### src/rtl/mux_4_1_scanner.sv
// Walks a mux_4_1 select through 0..3, samples Y after SETTLE_CYCLES per step and packs the bits into a word.
// The word appears 4*SETTLE_CYCLES cycles after start and is held stable until out_ready.
module mux_4_1_scanner #(
  parameter int SETTLE_CYCLES = 1
) (
  input  logic       clk,
  input  logic       rst,
  input  logic       start,
  output logic [1:0] sel,
  input  logic       y_in,
  output logic       busy,
  output logic [3:0] out_data,
  output logic       out_valid,
  input  logic       out_ready
);

  localparam int CW = $clog2(SETTLE_CYCLES + 1);
  localparam logic [CW-1:0] CNT_LAST = CW'(SETTLE_CYCLES - 1);

  generate
    if (SETTLE_CYCLES < 1) begin : g_bad_settle
      $error("mux_4_1_scanner: SETTLE_CYCLES must be >= 1");
    end
  endgenerate

  typedef enum logic [1:0] {
    IDLE,
    SETTLE,
    OUTPUT
  } state_t;

  state_t        state, state_nxt;
  logic [1:0]    sel_nxt;
  logic [CW-1:0] cnt, cnt_nxt;
  logic [3:0]    data_nxt;

  always_ff @(posedge clk) begin
    if (rst) begin
      state    <= IDLE;
      sel      <= 2'b00;
      cnt      <= '0;
      out_data <= 4'h0;
    end else begin
      state    <= state_nxt;
      sel      <= sel_nxt;
      cnt      <= cnt_nxt;
      out_data <= data_nxt;
    end
  end

  always_comb begin
    state_nxt = state;
    sel_nxt   = sel;
    cnt_nxt   = cnt;
    data_nxt  = out_data;
    case (state)
      IDLE: begin
        if (start) begin
          state_nxt = SETTLE;
          sel_nxt   = 2'b00;
          cnt_nxt   = '0;
        end
      end
      SETTLE: begin
        // y_in is a combinational function of the registered sel, so it has settled by the last count
        if (cnt == CNT_LAST) begin
          data_nxt[sel] = y_in;
          cnt_nxt       = '0;
          if (sel == 2'd3) begin
            state_nxt = OUTPUT;
          end else begin
            sel_nxt = sel + 2'd1;
          end
        end else begin
          cnt_nxt = cnt + CW'(1);
        end
      end
      OUTPUT: begin
        if (out_ready) begin
          state_nxt = IDLE;
          sel_nxt   = 2'b00;
        end
      end
      default: begin
        state_nxt = IDLE;
        sel_nxt   = 2'b00;
        cnt_nxt   = '0;
      end
    endcase
  end

  assign busy      = (state != IDLE);
  assign out_valid = (state == OUTPUT);

endmodule

### config.mk
export PLATFORM = sky130hd
export DESIGN_NAME = mux_4_1_scanner
export DESIGN_NICKNAME = d
export VERILOG_FILES = /design/src/rtl/mux_4_1_scanner.sv
export SDC_FILE = /design/constraint.sdc
export NUM_CORES = 1
export LEC_CHECK = 0
export CAP_MARGIN = 25
export CORE_MARGIN = 2
export CORE_UTILIZATION = 24
export DETAILED_ROUTE_END_ITERATION = 7
export PLACE_DENSITY = 0.51
export SYNTH_ARGS = -nofsm -noshare
export SYNTH_HDL_FRONTEND = slang
export SYNTH_SLANG_ARGS = --single-unit
### constraint.sdc
create_clock -name clk -period 1.8 [get_ports clk]
set_clock_uncertainty 0.1 [all_clocks]
set_input_delay 0.45 -clock clk [delete_from_list [all_inputs] [get_ports clk]]
set_output_delay 0.45 -clock clk [all_outputs]
set_load 0.02 [all_outputs]
==> flow_summary_export.csv, run 1 <==
group,metric,value,unit
worst_setup_path,cpLargestDelayFamily,"buffers and inverters",
yosys,syn-num-nets,54,
yosys,synth-simple-area-share,26.1,%
worst_setup_path,crit_buf_inv,1,
yosys,synth_xor_area_share,0,%
routing,dr_total_vias,356,
timing,rsz0062_at_grt,"no",
timing,setup_viol,0,
yosys,synth_cell_types,19,
power_and_ir_drop,p_per_area,639,mW/mm^2
grt,grt_pass1_wl,1440,um
cts,cts_setup_buffers,0,
die,die_w,46.7,um
yosys,ys.flop_type,"dfxtp_1",
yosys,synth_compound_area_share,5.44,%
worst_setup_path,cp_max_fo,2,
cts,clkLatencyLatePin,240,ps
power_and_ir_drop,ir_drop,0.244,mV
yosys,syn_avg_cell_area,9.70,um^2
routing,drt_pass1_iterations,4,
die,io_pins,13,
routing,vias_per_cell,4.19,
routing,drtIter0Drc,8,
power_and_ir_drop,p_leak,0.272,nW
routing,routed_wl,847,um
die,core,0.00173,mm^2
yosys,synthTopCellsByArea,"dfxtp_1 (37%), ha_1 (11%), nand3b_1 (10%)",
worst_setup_path,worstSetupPathType,"flop to output port",
routing,remaining_drc_errors,0,
grt,grt_antenna_before_repair,0,
cts,clock_sink_count,8,
timing,post-route-period-util,95.8,%
yosys,netlist.area_leader.share,36.7,%
place,place_congestion,0.739,
timing,slew_headroom,81.0,%
grt,grt.total_usage,9.93,%
yosys,synth_fa_ha_area_share,11.5,%
yosys,synth_mux_area_share,15.2,%
run_status,status,"finished, final reports clean",
yosys,netlist_instances,45,
yosys,synth_top_family_by_area,"simple AND/OR/NAND/NOR gates",
die,die_y,46.7,um
cts,htree_levels,1,
worst_hold_path,hp-class,"flop to flop",
worst_setup_path,critPathMaxStageDelay,600,ps
grt,gr-total-overflow,0,
yosys,yosys_warnings,0,
power_and_ir_drop,netSwitchingPower,0.0000949,W
worst_setup_path,required,1250,ps
die,die-area,0.00218,mm^2
yosys,yosys_register_bits,8,
timing,max_freq,580,MHz
layout,syn_to_final_growth,40.7,%
flow_run,maxCapViolCount,0,
cts,root_buffer,"clkbuf_4",
power_and_ir_drop,finalPower,0.000392,W
cts,path_clk_slew,50,ps
cts,cts_tree,"done",
timing,setup_tns,0,ps
grt,grt_max_degree,10,
layout,drive_gt1_share,15.0,%
yosys,synth_edf_count,0,
power_and_ir_drop,p_clk_share,33.8,%
layout,fill_cells,189,
cts,clockBufferDepth,2,
yosys,synth_top_area_cell,"dfxtp_1",
layout,nets,71,
worst_setup_path,cpMaxStageDelayCell,"clkdlybuf4s50_1",
routing,routedWlPerCell,9.96,um
layout,n_antenna_cell,0,
worst_setup_path,worst_setup_path_start_kind,"flop",
place,dpl.cell_count,82,
die,placementRows,15,
worst_setup_path,crit_path_end_kind,"output port",
place,hpwl,667,um
power_and_ir_drop,seqPwrFrac,47.9,%
layout,fin_cells,85,
layout,regArea,160,um^2
die,floorplan.initialDensity,25.3,%
worst_setup_path,arrival,1170,ps
power_and_ir_drop,p_int,0.000297,W
yosys,synth-seq-area-share,36.7,%
routing,ant_nets,0,
worst_setup_path,crit_chain,"clkdlybuf4s50_1",
timing,fin_crit,1720,ps
cts,numCtsBuffers,3,
yosys,synthArstFlopShare,0,%
power_and_ir_drop,combinationalPowerShare,18.3,%
place,io_buffers,12,
power_and_ir_drop,switching_share,24.2,%
grt,grt_pass1_vias,323,
layout,multi_input_area,254,um^2
timing,tightest_slew,284,ps
yosys,netlist_area,437,um^2
timing,slew_violations,0,
timing,hold_viol_final,0,
[registers in the layout (all words and copies together), names as in the netlist]
signal,cells
sel,2
out_data,4
state,2
[cells in the mapped netlist (2+ instances only)]
cell type  instances
a21oi_1            2
dfxtp_1            8
ha_1               4
inv_1              2
mux2i_1            4
nand2b_1           3
nand3b_1           6
nor2_1             4
or3_1              2
[layout by cell type (no fill, tap or decap), drive strengths merged]
cell,count
clkbuf,3
inv,2
clkdlybuf4s50,9
or2,1
or3,2
nor2,4
ha,4
dlygate4sd2,3
mux2i,4
nand3b,6
and2b,1
dfxtp,8
nand4b,1
a21oi,2
buf,3
nand2b,3
mux2,2
a31oi,1
a211oi,1
[cell families (layout without fill, tap and decap cells)]
kind of cell,Yosys count,after routing
mux,6,6
simple gates,18,18
flops,8,8
fa+ha+maj,4,4
buf+inv,5,20
compound gates,4,4
[per-stage QoR]
stage | hold slack (ps) | worst slack [ps] | instance area [um^2] | util, %
CTS | 399 | 62.4 | 614 | 35.6
detailed placement | 390 | 62.4 | 596 | 34.5
finish | 394 | 75.1 | 614 | 35.6
global route | 420 | 11.8 | 614 | 35.6
floorplan | 490 | 307 | 437 | -
global placement | 374 | 72.7 | 596 | 34.5
[path summary, 6_finish.rpt]
check | from | endpoint | slack, ps | depth (start not counted)
worst max-delay path | out_data[3]$_SDFFE_PP0P_ | out_data[3] | 80 | 1
worst min-delay path | out_data[1]$_SDFFE_PP0P_ | out_data[1]$_SDFFE_PP0P_ | 390 | 2
worst max register to register | sel[0]$_SDFFE_PP0P_ | sel[0]$_SDFFE_PP0P_ | 270 | 5
worst min register to register | out_data[1]$_SDFFE_PP0P_ | out_data[1]$_SDFFE_PP0P_ | 390 | 2
[power groups by stage]
stage	combinational [W]	sequential, W	clock, W
finish	0.0000719	0.000188	0.000133
global route	0.0000804	0.000189	0.000148
CTS	0.0000721	0.000188	0.000138
detailed placement	0.0000737	0.000192	0
global placement	0.0000736	0.000191	0
floorplan	0.0000353	0.000198	0
[final cells by class]
cell class,instances,area share [%]
Tap cell,25,5.09
Sequential cell,8,26.1
Inverter,2,1.22
Clock buffer,3,3.67
Timing Repair Buffer,15,22.6
Multi-Input combinational cell,32,41.3
[routing by layer]
metal,GRT usage [%],up-vias,routed length [um]
met5,0,-,0
met4,8.33,0,0
met3,2.35,0,25
met2,12.2,7,355
met1,14.0,163,466
li1,-,186,-
[what timing repair did]
action / CTS / global route
endpoints found under the hold margin: 0 / 0
hold buffers: 0 / 0
endpoints found under the setup margin: 3 / 0
resized for setup: 3 / 0
(Power assumes the default switching activity.)
==> inputs of run 2 (changes only) <==
- CORE_AREA: unset -> 2 2 39 41
- CORE_MARGIN: 2 -> unset
- CORE_UTILIZATION: 24 -> unset
- DIE_AREA: unset -> 0 0 41 43
- PLACE_DENSITY: 0.51 -> 0.64
==> run 2 against run 1 <==
Clock power rose by 4%. Die area fell by 19%. Cell count fell by 11%. Register-to-register slack barely moved. Worst setup slack got worse by 2.2 ps. Cell area fell by 1.8%. Non-clock buffer count did not move. Sequential power barely moved. Flip-flop and latch count did not move. Combinational power barely moved. Wire length rose by 3.1%. Critical path type unchanged.
==> flow_summary_export.csv, run 2 (synthesis gave the netlist of run 1 again) <==
group,metric,value,unit
worst_setup_path,crit_buf_inv,1,
routing,drt_pass1_iterations,4,
layout,nets,71,
place,pre_cts_ws,72.0,ps
place,place_area,584,um^2
worst_setup_path,r2r_end,"sel[0]$_SDFFE_PP0P_",
grt,grt_busiest_layer,"met2",
worst_setup_path,reg2reg_slack,260,ps
worst_hold_path,hp-class,"flop to flop",
worst_hold_path,hp-start,"out_data[1]$_SDFFE_PP0P_",
cts,clkLatencyLatePin,250,ps
cts,path_clk_slew,50,ps
cts,root_buffer,"clkbuf_4",
layout,finalInstanceArea,603,um^2
worst_setup_path,worstSetupPathType,"flop to output port",
grt,grt_pass1_wl,1450,um
layout,syn_to_final_growth,38.1,%
die,die_y,43,um
timing,setup_viol,0,
grt,grt_use_met2,17.8,%
layout,largestRegisters,"out_data (4), sel (2), state (2)",
worst_hold_path,min_path_cells,2,
timing,fin_crit,1730,ps
worst_setup_path,critPathMaxStageDelay,600,ps
place,place_congestion,0.729,
worst_setup_path,worst_setup_path_start_kind,"flop",
die,io_pins,13,
die,core,0.00138,mm^2
layout,n_antenna_cell,0,
cts,clock_sink_count,8,
worst_setup_path,arrival,1180,ps
power_and_ir_drop,p_leak,0.272,nW
grt,gr-total-overflow,0,
routing,routed_wl,873,um
timing,slew_violations,0,
timing,tightest_slew,306,ps
die,die_w,41,um
worst_hold_path,min_to,"out_data[1]$_SDFFE_PP0P_",
timing,hold_ws,393,ps
grt,use_met1,14.5,%
worst_setup_path,path_depth,1,
grt,use_met3,4.71,%
routing,remaining_drc_errors,0,
worst_setup_path,cpLargestDelayFamily,"buffers and inverters",
timing,slew_headroom,79.5,%
cts,cts-hold-fix-buffers,0,
power_and_ir_drop,ir_drop,0.332,mV
cts,htree_levels,1,
layout,final_common_cell,"clkdlybuf4s50_1",
routing,drtIter0Drc,6,
timing,rsz0062_at_grt,"no",
power_and_ir_drop,p_per_area,659,mW/mm^2
worst_setup_path,cp_max_fo,2,
cts,clockBufferDepth,2,
timing,max_freq,579,MHz
routing,vias_per_cell,4.97,
cts,numCtsBuffers,3,
grt,grt.total_usage,12.7,%
worst_setup_path,cpMaxStageDelayCell,"clkdlybuf4s50_1",
run_status,status,"finished, final reports clean",
die,die-area,0.00176,mm^2
worst_setup_path,crit_path_end_kind,"output port",
layout,drive_gt1_share,15.0,%
worst_setup_path,crit_chain,"clkdlybuf4s50_1",
flow_run,maxCapViolCount,0,
place,io_buffers,12,
worst_setup_path,r2r-start,"sel[0]$_SDFFE_PP0P_",
grt,grt_max_degree,10,
timing,hold_viol_final,0,
timing,post-route-period-util,95.9,%
routing,ant_nets,0,
layout,regMostFlops,"out_data",
layout,mostFrequentLayoutCells,"clkdlybuf4s50_1 (9), dfxtp_1 (8), nand3b_1 (6)",
grt,grt_antenna_before_repair,0,
place,hpwl,629,um
die,floorplan.initialDensity,31.6,%
timing,finalWorstSetupSlack,72.9,ps
cts,cts_tree,"done",
worst_setup_path,required,1250,ps
routing,routedWlPerCell,11.5,um
die,placementRows,14,
layout,largest_reg_flops,4,
timing,setup_tns,0,ps
grt,grt_pass1_vias,361,
worst_setup_path,reg2regPathDepth,5,
routing,dr_total_vias,378,
run 2: metrics by stage:
step / cells / utilization [%] / power, W
after global routing: 76 / 43.6 / 0.000420
after floorplan: 45 / - / 0.000233
final: 76 / 43.6 / 0.000397
after global placement: 73 / 42.2 / 0.000264
after detailed placement: 73 / 42.2 / 0.000265
after CTS: 76 / 43.6 / 0.000404
run 2: layer usage:
metal | wire length [um] | vias to the layer above
met2 | 420 | 8
li1 | - | 187
met3 | 30 | 2
met1 | 404 | 181
met5 | 0 | -
met4 | 19 | 0
run 2: cell type report:
type	count	area [um^2]
Clock buffer	3	22.5
Fill cell	150	781
Inverter	2	7.51
Multi-Input combinational cell	32	254
Sequential cell	8	160
Tap cell	16	20.0
Timing Repair Buffer	15	139
run 2: worst max-delay path by stage:
| stage | slack [ps] | start | endpoint |
|---|---|---|---|
| final | 70 | out_data[3]$_SDFFE_PP0P_ | out_data[3] |
| after global routing | 10 | sel[0]$_SDFFE_PP0P_ | sel[0] |
| after CTS | 60 | out_data[3]$_SDFFE_PP0P_ | out_data[3] |
| after detailed placement | 70 | start | sel[1]$_SDFFE_PP0P_ |
| after global placement | 70 | start | sel[1]$_SDFFE_PP0P_ |
| after floorplan | 310 | sel[0]$_SDFFE_PP0P_ | sel[1]$_SDFFE_PP0P_ |
run 2: power breakdown:
part,leakage [nW],switching (W),internal (W)
clock network,0.0138,0.0000616,0.0000763
registers,0.0651,0.00000377,0.000184
logic,0.193,0.0000341,0.0000375
total,0.272,0.0000995,0.000298
run 2: what timing repair did:
action,CTS,global route
setup endpoints to repair,3,0
buffers inserted,0,0
gates resized for setup,3,0
endpoints found under the hold margin,0,0
==> inputs of run 3 (changes only) <==
- ABC_AREA: unset -> 1
- ABC_CLOCK_PERIOD_IN_PS: unset -> 1800
- PLACE_DENSITY: 0.64 -> 0.63
==> run 3 against run 2 <==
Synthesized area is 2.9% lower. Largest cell class unchanged. First-iteration DRC count is 50% higher. Total power is 8.0% higher. Largest power group unchanged. Register-to-register slack better by 230 ps. Critical path depth stayed put.
==> flow_summary_export.csv, run 3 <==
group,metric,value,unit
layout,fill_cells,144,
die,die-area,0.00176,mm^2
die,placementRows,14,
yosys,yosys_register_bits,8,
worst_hold_path,hp-class,"flop to flop",
layout,regMostFlops,"out_data",
die,io_pins,13,
routing,ant_nets,0,
power_and_ir_drop,switching_share,28.3,%
timing,setup_tns,0,ps
routing,routed_wl,874,um
worst_setup_path,worstSetupPathType,"flop to output port",
timing,hold_viol_final,0,
routing,vias_per_cell,4.53,
layout,nets,86,
cts,numCtsBuffers,3,
power_and_ir_drop,netSwitchingPower,0.000122,W
yosys,syn-num-nets,65,
routing,drtIter0Drc,9,
yosys,netlist.area_leader.share,37.8,%
power_and_ir_drop,p_per_area,700,mW/mm^2
worst_setup_path,crit_buf_inv,1,
yosys,synth_edf_count,0,
timing,rsz0062_at_grt,"no",
yosys,synthTopCellsByArea,"dfxtp_1 (38%), ha_1 (12%), nand2_1 (11%)",
cts,htree_levels,1,
timing,max_freq,564,MHz
timing,finalWorstSetupSlack,28.3,ps
die,core,0.00138,mm^2
timing,slew_violations,0,
yosys,synthArstFlopShare,0,%
power_and_ir_drop,combinationalPowerShare,23.1,%
place,pre_cts_ws,156,ps
worst_setup_path,r2r-start,"sel[0]$_SDFFE_PP0P_",
power_and_ir_drop,seqPwrFrac,44.9,%
layout,syn_to_final_growth,44.5,%
yosys,syn_avg_cell_area,7.57,um^2
yosys,synth-seq-area-share,37.8,%
layout,n_antenna_cell,0,
yosys,yosysMostFrequentCell,"nand2_1",
yosys,ys.flop_type,"dfxtp_1",
power_and_ir_drop,p_int,0.000308,W
place,io_buffers,12,
cts,clkLatencyLatePin,250,ps
cts,clockBufferDepth,2,
power_and_ir_drop,ir_drop,0.414,mV
timing,post-route-period-util,98.4,%
worst_setup_path,crit_start,"sel[0]$_SDFFE_PP0P_",
layout,largestRegisters,"out_data (4), sel (2), state (2)",
worst_setup_path,cpMaxStageDelayCell,"clkdlybuf4s50_1",
worst_setup_path,arrival,1220,ps
grt,grt_pass1_vias,360,
worst_setup_path,critPathMaxStageDelay,610,ps
routing,drt_pass1_iterations,4,
grt,grt_pass1_wl,1410,um
power_and_ir_drop,p_clk_share,32.0,%
worst_setup_path,cp_max_fo,2,
timing,slew_headroom,85.8,%
cts,path_clk_slew,60,ps
worst_setup_path,required,1250,ps
grt,grt_max_degree,9,
worst_hold_path,hp-start,"out_data[0]$_SDFFE_PP0P_",
yosys,yosys_warnings,0,
layout,mostFrequentLayoutCells,"nand2_1 (12), clkdlybuf4s50_1 (9), nor2_1 (8), dfxtp_1 (8), inv_1 (6)",
timing,fin_crit,1770,ps
yosys,synth_cell_types,14,
worst_setup_path,worst_setup_path_start_kind,"flop",
worst_setup_path,crit_chain,"clkdlybuf4s50_1",
grt,grt.total_usage,12.1,%
yosys,synth.cells.most_frequent,"nand2_1 (12), dfxtp_1 (8), nor2_1 (8), inv_1 (6), a21oi_1 (5)",
worst_setup_path,cpLargestDelayFamily,"buffers and inverters",
power_and_ir_drop,p_leak,0.281,nW
timing,tightest_slew,212,ps
die,die_w,41,um
cts,root_buffer,"clkbuf_4",
routing,routedWlPerCell,9.60,um
grt,grt_antenna_before_repair,0,
run_status,status,"finished, final reports clean",
place,hpwl,701,um
layout,drive_gt1_share,18.7,%
yosys,netlist_area,424,um^2
place,place_congestion,0.813,
cts,cts_tree,"done",
grt,gr-total-overflow,0,
die,die_y,43,um
timing,setup_viol,0,
yosys,synth_top_area_cell,"dfxtp_1",
flow_run,maxCapViolCount,0,
cts,clock_sink_count,8,
routing,remaining_drc_errors,0,
layout,final_common_cell,"nand2_1",
yosys,netlist_instances,56,
layout,largest_reg_flops,4,
routing,dr_total_vias,412,
worst_setup_path,crit_path_end_kind,"output port",
die,floorplan.initialDensity,30.7,%
-- run 3: final timing paths --
kind	slack, ps	end	cells after the start
max	30	sel[0]	1
min	360	out_data[0]$_SDFFE_PP0P_	2
max reg2reg	490	sel[1]$_SDFFE_PP0P_	7
min reg2reg	360	out_data[0]$_SDFFE_PP0P_	2
-- run 3: cells by family (layout without fill, tap and decap cells) --
group | Yosys count | after routing | share of synthesized area (%)
simple gates | 29 | 29 | 34.8
fa+ha+maj | 4 | 4 | 11.8
buf+inv | 9 | 28 | 7.96
flops | 8 | 8 | 37.8
compound gates | 6 | 6 | 7.67
-- run 3: power by group through the flow --
stage / logic (W) / clock network [W] / registers [W]
CTS: 0.000100 / 0.000141 / 0.000192
detailed placement: 0.000102 / 0 / 0.000196
global route: 0.000111 / 0.000153 / 0.000193
finish: 0.0000991 / 0.000137 / 0.000193
global placement: 0.000101 / 0 / 0.000196
floorplan: 0.0000464 / 0 / 0.000206
-- run 3: metal layers --
metal  global-route usage (%)  wire length [um]
met1                     14.6               397
met2                     17.8               433
met3                     3.14                29
met4                     8.00                13
met5                        0                 0
-- run 3: area by class of cell --
cell class / instances / area, um^2 / area share (%)
Multi-Input combinational cell: 39 / 230 / 37.6
Sequential cell: 8 / 160 / 26.1
Timing Repair Buffer: 16 / 146 / 23.9
Inverter: 9 / 33.8 / 5.51
Clock buffer: 3 / 22.5 / 3.67
Tap cell: 16 / 20.0 / 3.27
-- run 3: per-stage QoR --
stage                     util [%]  cell area [um^2]  std cells  hold WS [ps]  total power, W
after floorplan                  -               424         56           415        0.000252
after global placement        42.9               594         88           350        0.000297
after detailed placement      42.9               594         88           349        0.000298
after CTS                     44.3               613         91           357        0.000433
after global routing          44.3               613         91           379        0.000458
final                         44.3               613         91           358        0.000429
-- run 3: what timing repair did --
action,4_1_cts,5_1_grt
hold buffers,0,0
setup endpoints to repair,3,0
gates resized for setup,3,0
setup buffers,0,0
